### src/rtl/cpu_sequencer.sv
// -----------------------------------------------------------------------------
// cpu_sequencer
//
// Multi-cycle fetch/decode/execute controller for the 8-bit, 4-register CPU.
// Owns the program counter, the instruction register, the zero flag and the
// single shared memory port (req/ack handshake). The register file and ALU are
// external; this block only drives their addresses, write strobe and op select.
//
// Instruction set (op = instr[7:5]):
//   000 MATH  sub=[4:3] ADD/SUB/INC/DEC, rd=[2:1]  (ADD/SUB: rd op r0)
//   001 XOR / 010 OR / 011 AND   rd=[4:3], rs=[2:1], rd <= rd op rs
//   100 STOP
//   101 LOAD  rd=[4:3], 110 STORE rs=[4:3], 111 JUMP cond=[4:3]
//   LOAD/STORE/JUMP carry a second byte holding an 8-bit address.
//
// Ports:
//   clk, rst            clock, asynchronous active-high reset
//   start               leave IDLE and start fetching at pc
//   mem_req/we/addr     memory request, held stable until the ack cycle
//   mem_ack/rdata       completion strobe and read data
//   rf_ra/rf_rb         register read addresses (port A also feeds STORE data)
//   rf_we/wa/wsel       register write strobe, address, source (1 = mem_rdata)
//   alu_op              0 ADD 1 SUB 2 INC 3 DEC 4 XOR 5 OR 6 AND 7 PASS
//   alu_zero            external ALU result is zero
//   pc, zero_flag       architectural state
//   halted, busy        STOP executed / not in IDLE or HALT
// -----------------------------------------------------------------------------
module cpu_sequencer #(
    parameter logic [7:0] RESET_PC = 8'h00,
    parameter int         NREG     = 4,
    localparam int        RW       = $clog2(NREG)
) (
    input  logic          clk,
    input  logic          rst,
    input  logic          start,
    output logic          mem_req,
    output logic          mem_we,
    output logic [7:0]    mem_addr,
    input  logic          mem_ack,
    input  logic [7:0]    mem_rdata,
    output logic [RW-1:0] rf_ra,
    output logic [RW-1:0] rf_rb,
    output logic          rf_we,
    output logic [RW-1:0] rf_wa,
    output logic          rf_wsel,
    output logic [2:0]    alu_op,
    input  logic          alu_zero,
    output logic [7:0]    pc,
    output logic          zero_flag,
    output logic          halted,
    output logic          busy
);

    typedef enum logic [2:0] {
        S_IDLE,
        S_FETCH,
        S_DECODE,
        S_OPERAND,
        S_MEM,
        S_EXEC,
        S_HALT
    } state_t;

    localparam logic [2:0] OP_MATH  = 3'b000;
    localparam logic [2:0] OP_XOR   = 3'b001;
    localparam logic [2:0] OP_OR    = 3'b010;
    localparam logic [2:0] OP_AND   = 3'b011;
    localparam logic [2:0] OP_STOP  = 3'b100;
    localparam logic [2:0] OP_LOAD  = 3'b101;
    localparam logic [2:0] OP_STORE = 3'b110;
    localparam logic [2:0] OP_JUMP  = 3'b111;

    localparam logic [2:0] ALU_XOR  = 3'd4;
    localparam logic [2:0] ALU_OR   = 3'd5;
    localparam logic [2:0] ALU_AND  = 3'd6;
    localparam logic [2:0] ALU_PASS = 3'd7;

    state_t     state_reg, state_next;
    logic [7:0] pc_reg, pc_next;
    logic [7:0] ir_reg, ir_next;
    logic [7:0] addr_reg, addr_next;
    logic       zero_reg, zero_next;

    // Instruction fields
    logic [2:0]    opcode;
    logic [RW-1:0] fld_hi;      // [4:3]: rd/rs of logic ops, LOAD/STORE reg
    logic [RW-1:0] fld_lo;      // [2:1]: rd of MATH, rs of logic ops
    logic [1:0]    jump_cond;
    logic          jump_taken;
    logic          unused_ir_bit;

    assign opcode        = ir_reg[7:5];
    assign fld_hi        = ir_reg[4:3];
    assign fld_lo        = ir_reg[2:1];
    assign jump_cond     = ir_reg[4:3];
    assign unused_ir_bit = ir_reg[0];

    // cond 00 always, 01 if zero flag, 1x never
    assign jump_taken = (jump_cond == 2'b00) || ((jump_cond == 2'b01) && zero_reg);

    always_ff @(posedge clk or posedge rst) begin
        if (rst) begin
            state_reg <= S_IDLE;
            pc_reg    <= RESET_PC;
            ir_reg    <= 8'h00;
            addr_reg  <= 8'h00;
            zero_reg  <= 1'b0;
        end else begin
            state_reg <= state_next;
            pc_reg    <= pc_next;
            ir_reg    <= ir_next;
            addr_reg  <= addr_next;
            zero_reg  <= zero_next;
        end
    end

    // Memory and register-file strobes are decoded from the state register
    // alone (plus mem_ack for the LOAD write), so an asynchronous reset drops
    // them in the same cycle. When a memory state is followed directly by
    // another memory state, the next request starts the cycle after the ack.
    always_comb begin
        state_next = state_reg;
        pc_next    = pc_reg;
        ir_next    = ir_reg;
        addr_next  = addr_reg;
        zero_next  = zero_reg;
        mem_req    = 1'b0;
        mem_we     = 1'b0;
        mem_addr   = 8'h00;
        rf_ra      = '0;
        rf_rb      = '0;
        rf_we      = 1'b0;
        rf_wa      = '0;
        rf_wsel    = 1'b0;
        alu_op     = ALU_PASS;

        case (state_reg)
            S_IDLE: begin
                if (start) begin
                    state_next = S_FETCH;
                end
            end

            S_FETCH: begin
                mem_req  = 1'b1;
                mem_addr = pc_reg;
                if (mem_ack) begin
                    ir_next    = mem_rdata;
                    pc_next    = pc_reg + 8'd1;
                    state_next = S_DECODE;
                end
            end

            S_DECODE: begin
                case (opcode)
                    OP_STOP:                     state_next = S_HALT;
                    OP_LOAD, OP_STORE, OP_JUMP:  state_next = S_OPERAND;
                    default:                     state_next = S_EXEC;
                endcase
            end

            S_OPERAND: begin
                mem_req  = 1'b1;
                mem_addr = pc_reg;
                if (mem_ack) begin
                    addr_next = mem_rdata;
                    pc_next   = pc_reg + 8'd1;
                    if (opcode == OP_JUMP) begin
                        // A taken jump replaces the operand-byte increment.
                        if (jump_taken) begin
                            pc_next = mem_rdata;
                        end
                        state_next = S_FETCH;
                    end else begin
                        state_next = S_MEM;
                    end
                end
            end

            S_MEM: begin
                mem_req  = 1'b1;
                mem_addr = addr_reg;
                if (opcode == OP_STORE) begin
                    // Write data comes from register read port A.
                    mem_we = 1'b1;
                    rf_ra  = fld_hi;
                end else begin
                    rf_wa   = fld_hi;
                    rf_wsel = 1'b1;
                    rf_we   = mem_ack;
                end
                if (mem_ack) begin
                    state_next = S_FETCH;
                end
            end

            S_EXEC: begin
                rf_we = 1'b1;
                case (opcode)
                    OP_MATH: begin
                        // ADD/SUB take r0 as the second operand; INC/DEC
                        // ignore port B.
                        rf_ra  = fld_lo;
                        rf_rb  = '0;
                        rf_wa  = fld_lo;
                        alu_op = {1'b0, ir_reg[4:3]};
                    end
                    OP_XOR: begin
                        rf_ra  = fld_hi;
                        rf_rb  = fld_lo;
                        rf_wa  = fld_hi;
                        alu_op = ALU_XOR;
                    end
                    OP_OR: begin
                        rf_ra  = fld_hi;
                        rf_rb  = fld_lo;
                        rf_wa  = fld_hi;
                        alu_op = ALU_OR;
                    end
                    default: begin
                        rf_ra  = fld_hi;
                        rf_rb  = fld_lo;
                        rf_wa  = fld_hi;
                        alu_op = ALU_AND;
                    end
                endcase
                zero_next  = alu_zero;
                state_next = S_FETCH;
            end

            S_HALT: begin
                state_next = S_HALT;
            end

            default: begin
                state_next = S_IDLE;
            end
        endcase
    end

    assign pc        = pc_reg;
    assign zero_flag = zero_reg;
    assign halted    = (state_reg == S_HALT);
    assign busy      = (state_reg != S_IDLE) && (state_reg != S_HALT);

endmodule

### config.mk
export PLATFORM = sky130hd
export DESIGN_NAME = cpu_sequencer
export DESIGN_NICKNAME = d
export VERILOG_FILES = /design/src/rtl/cpu_sequencer.sv
export SDC_FILE = /design/constraint.sdc
export NUM_CORES = 1
export LEC_CHECK = 0
export ABC_AREA = 0
export BUFFER_PORTS_ARGS = -buffer_cell sky130_fd_sc_hd__buf_2
export CAP_MARGIN = 0
export CORE_UTILIZATION = 35
export DETAILED_ROUTE_END_ITERATION = 12
export GPL_ROUTABILITY_DRIVEN = 0
export GPL_TIMING_DRIVEN = 0
export PLACE_DENSITY_LB_ADDON = 0.08
export SLEW_MARGIN = 10
export SYNTH_ARGS = -nofsm -noshare
export SYNTH_HDL_FRONTEND = slang
export SYNTH_SLANG_ARGS = --single-unit
export TNS_END_PERCENT = 5
### constraint.sdc
create_clock -name clk -period 2.2 [get_ports clk]
set_input_delay 0.44 -clock clk [delete_from_list [all_inputs] [get_ports clk]]
set_output_delay 0.44 -clock clk [all_outputs]
set_load 0.005 [all_outputs]
; After elaboration in Yosys (flattened, before gate mapping)
; Index checks and enable logic that the tools add are counted.
[word_totals]
reg_bits = 28
inputBits = 13
out_inout_bits = 32
elab_cells = 68
[classes]
n_addsub = 1
eq_ne = 18
n_mux = 29
reduce_logical = 15
[ops]
columns = cell, n
row1 = $mux 8, 4
row2 = $pmux 8 s2, 2
row3 = $eq 3x3->1 const B, 7
row4 = $pmux 3 s7, 1
row5 = $mux 3, 6
row6 = $mux 2, 5
row7 = $eq 3x2->1 const B, 3
row8 = $pmux 3 s3, 1
row9 = $add 8x1->8 const B, 1
row10 = $ne 2x2->1 const B, 4
row11 = $pmux 2 s2, 2
row12 = $eq 3x1->1 const B, 2
row13 = $logic_not 3->1, 2
row14 = $mux 1, 6
row15 = $pmux 3 s2, 1
row16 = $reduce_or 3->1, 2
row17 = $reduce_and 2->1, 2
row18 = $reduce_and 4->1, 1
row19 = $ne 3x3->1 const B, 1
row20 = $reduce_and 3->1, 1
row21 = $reduce_bool 3->1, 1
row22 = $eq 2x1->1 const B, 1
row23 = $logic_and 1x1->1, 2
row24 = $logic_not 2->1, 1
row25 = other kinds (4), 4

; Depth between registers and ports, before layout
[logic_depth]
ltp_word = 7
mapped_depth = 6
depth_no_buf = 5

; Worst setup path before layout
; OpenSTA, ideal clock, no wires.
[synth_path]
kind = register to output
startpoint = register ir_reg[6]
endpoint = output port rf_wa[0]
arrival_time_ps = 1304
required_time_ps = 1760
setup_slack_ps = 456
stages_incl_launch_ff = 6
n_path_buf = 1
cell_sequence = dfrtp_1 buf_2 or3b_2 o21ai_0 a21oi_1 a22o_1
[synth_via]
elab_chain_cells = 3
elab_cells_between_ends = 5
cone_classes = 1 x eq/ne / 3 x mux / 1 x reduce/logical
[synth_rtl]
columns = item, line
row1 = from (decl), 80  ; logic [7:0] ir_reg, ir_next;
row2 = from (signal assigned), 111  ; ir_reg <= ir_next;
row3 = $eq 3x3->1 / $logic_not 3->1 (equally long branches), "183, 199"
row4 = "$mux 2, on equally long branches", "183, 199"
row5 = $pmux 2 s2 (*), 137  ; case (state_reg)
row6 = to (decl), 44  ; output logic [RW-1:0] rf_wa,
; Mark *: on every way between the ends. The rest lies on a longest branch, timed or not.

; Final worst setup path
[layout_path]
startpoint = register ir_reg[6]
endpoint = output port rf_wa[1]
; Same word-level chain as after synthesis.

==> flow_summary.yaml <==
grt:
  grt.total_usage: 0.178
  grt_pass1_wl_um: 7050
  grt_start_max_net_pins: 28
  grt-ovfl-total: 0
  antenna_found_initial: 0
  grt_pass1_vias: 1384
place:
  post-dp-hpwl_um: 3260
  io_buffers: 43
worst_setup_path:
  criticalPathCategory: "register to primary output"
  cp.arrival_ns: 1.68
  crit_chain: "buf_6 > or3b_4 > o21ai_2 > a21oi_2 > a22o_1 > buf_2"
  crit_slowest_cell: "or3b_4"
  r2r_start: "state_reg[0]"
  crit_start: "ir_reg[6]"
  cp-end-kind: "primary output"
  slowest_delay_ns: 0.40
  critPathMaxFanout: 10
  worstPathRequired_ns: 1.76
  crit_path_start_kind: "register"
die:
  dieArea_um2: 5150
  placementRows: 25
  initial_utilization: 0.363
  coreArea_um2: 4690
  die_h_um: 71.8
  io_pins: 45
  dieWidth_um: 71.8
clock_network:
  numCtsBuffers: 3
  path_clk_slew_ns: 0.10
  cts.sinks: 27
  cts_tree: "built"
  cts_hold_buf: 0
  clock_latency_ns: 0.28
  root_buffer: "clkbuf_8"
  clockBufferDepth: 2
  htree_levels: 1
power_and_ir_drop:
  ir_drop_v: 0.000410
  clkPwrFrac: 0.111
  swShare: 0.421
  p_comb_frac: 0.539
  p_leak_nw: 0.962
  seq_power_share: 0.350
  internal_power_mw: 1.59
  power_density_nw_per_um2: 1320
  switchingPower_mw: 1.15
sta:
  hold_slack_ns: 0.353
  finalSetupViolations: 0
  timing_worst_slew_pin_value_ns: 1.07
  fin_setup_tns_ns: 0
  period_needed_ns: 2.12
  slew_headroom: 0.283
  skew_ns: 0.00414
  max_freq_mhz: 473
  hold_viol: 0
  drv_slew: 0
  post-route-period-util: 0.962
final_layout:
  layout-drive-gt1-share: 0.399
  area_growth_pct: 22.0
  final_cell_mix: "48 x buf_2, 27 x dfrtp_1, 16 x nand2_1"
  antenna_cells: 0
  final_nets: 238
  final_common_cell: "buf_2"
synth:
  ys_warn_count: 0
  synth.distinct_cells: 49
  synthCells: 175
  syn_nets: 189
  syn_area_um2: 1700
  synth_seq_cells: 27
  ys.flop_type: "dfrtp_1"
  synth-edff-count: 0
  syn_area_per_cell_um2: 9.73
  synthArstFlopShare: 1.00
  ys_seq_area_frac: 0.397
status:
  outcome: "complete, no violations"
drt:
  dr.pass1.iters: 4
  drc: 0
  num_vias: 1499
  drt_iter0_markers: 64
  ant_nets: 0
  avgViaCountPerCell: 5.41
  routed_wl_um: 4430
  wl_per_cell_um: 16.0
run:
  drv_cap: 0
worst_hold_path:
  hold_path_startpoint: "alu_zero"
  hp-class: "input pin to register"
per-stage QoR:
stage          power, mW  instance area [µm²]  utilization  setup WS (ns)  std cells
2_1_floorplan       1.90                 1700            -          0.456        175
3_3_place_gp        2.34                 1990        0.423         0.0256        272
3_5_place_dp        2.38                 1990        0.423        -0.0136        272
4_1_cts             2.73                 2050        0.437        -0.0512        276
5_1_grt             2.96                 2080        0.443       -0.00270        277
6_report            2.74                 2080        0.443         0.0843        277
critical path: cells and delay by family (launching register included):
family	cells	cell delay, ns
buf+inv	2	0.26
compound gates	3	0.35
flops	1	0.38
simple gates	1	0.40
cell families (layout without fill, tap and decap cells):
family                   count (synthesis)  after routing  share of synthesized area
flip-flops                              27             27                      0.397
buffers and inverters                   19             67                     0.0544
adder cells (fa/ha/maj)                  2              2                     0.0132
XOR/XNOR                                 1              1                    0.00514
AO/OA/AOI/OAI                           43             43                      0.183
AND/OR/NAND/NOR                         65             65                      0.231
multiplexers                            18             18                      0.116
per-layer routing:
| metal | global-route usage | up-vias | wire (µm) |
|---|---|---|---|
| li1 | - | 731 | - |
| met1 | 0.247 | 726 | 2060 |
| met2 | 0.292 | 40 | 2130 |
| met3 | 0.0211 | 2 | 212 |
| met4 | 0.0523 | 0 | 29 |
| met5 | 0 | - | 0 |
layout make-up:
class,instances,area (µm²)
fillers,470,2610
clock buffers,3,41.3
flip-flops and latches,27,676
multi-input cells,129,957
well taps,54,67.6
repair buffers,45,230
plain buffers,12,75.1
clock inverters,1,8.76
inverters,6,22.5
final timing paths:
path                       cells past startpoint     endpoint  slack [ns]
max in group asynchronous                      2        pc[6]        1.14
min reg2reg                                    1  addr_reg[1]        0.52
min in group asynchronous                      2    ir_reg[1]        0.41
max                                            6     rf_wa[1]        0.08
min                                            3    zero_flag        0.35
max reg2reg                                    6  addr_reg[5]        0.42
power groups by stage:
stage	registers [mW]	clock network, mW	logic, mW
final	0.958	0.304	1.48
after global placement	0.930	0	1.41
after CTS	0.935	0.317	1.47
after detailed placement	0.943	0	1.44
after global routing	1.00	0.337	1.62
after floorplan	0.892	0	1.00
synth_stat cells (all sizes together) (2+ instances only):
library cell | count | area, µm²
nor4 | 3 | 25.0
mux2 | 14 | 158
buf | 9 | 55.1
nand3b | 2 | 15.0
dfrtp | 27 | 676
a21oi | 6 | 33.8
nand3 | 8 | 40.0
nor3 | 2 | 10.0
and2 | 6 | 37.5
a31oi | 3 | 18.8
nor2 | 7 | 33.8
a22o | 10 | 87.6
nand2b | 3 | 26.3
a2bb2oi | 2 | 23.8
and3 | 3 | 18.8
inv | 6 | 22.5
nor2b | 4 | 25.0
nand2 | 17 | 71.3
mux2i | 4 | 40.0
o21ai | 13 | 65.1
or4 | 2 | 15.0
or3 | 2 | 12.5
clkbuf | 4 | 15.0
a22oi | 2 | 25.0
repair_timing:
| item | 4_1_cts | 5_1_grt |
|---|---|---|
| setup buffers | 0 | 2 |
| setup endpoints to repair | 14 | 6 |
| pin swaps | 0 | 2 |
| resized for setup | 6 | 7 |
| cloned | 0 | 0 |
Power figures use the tool's default switching activity.
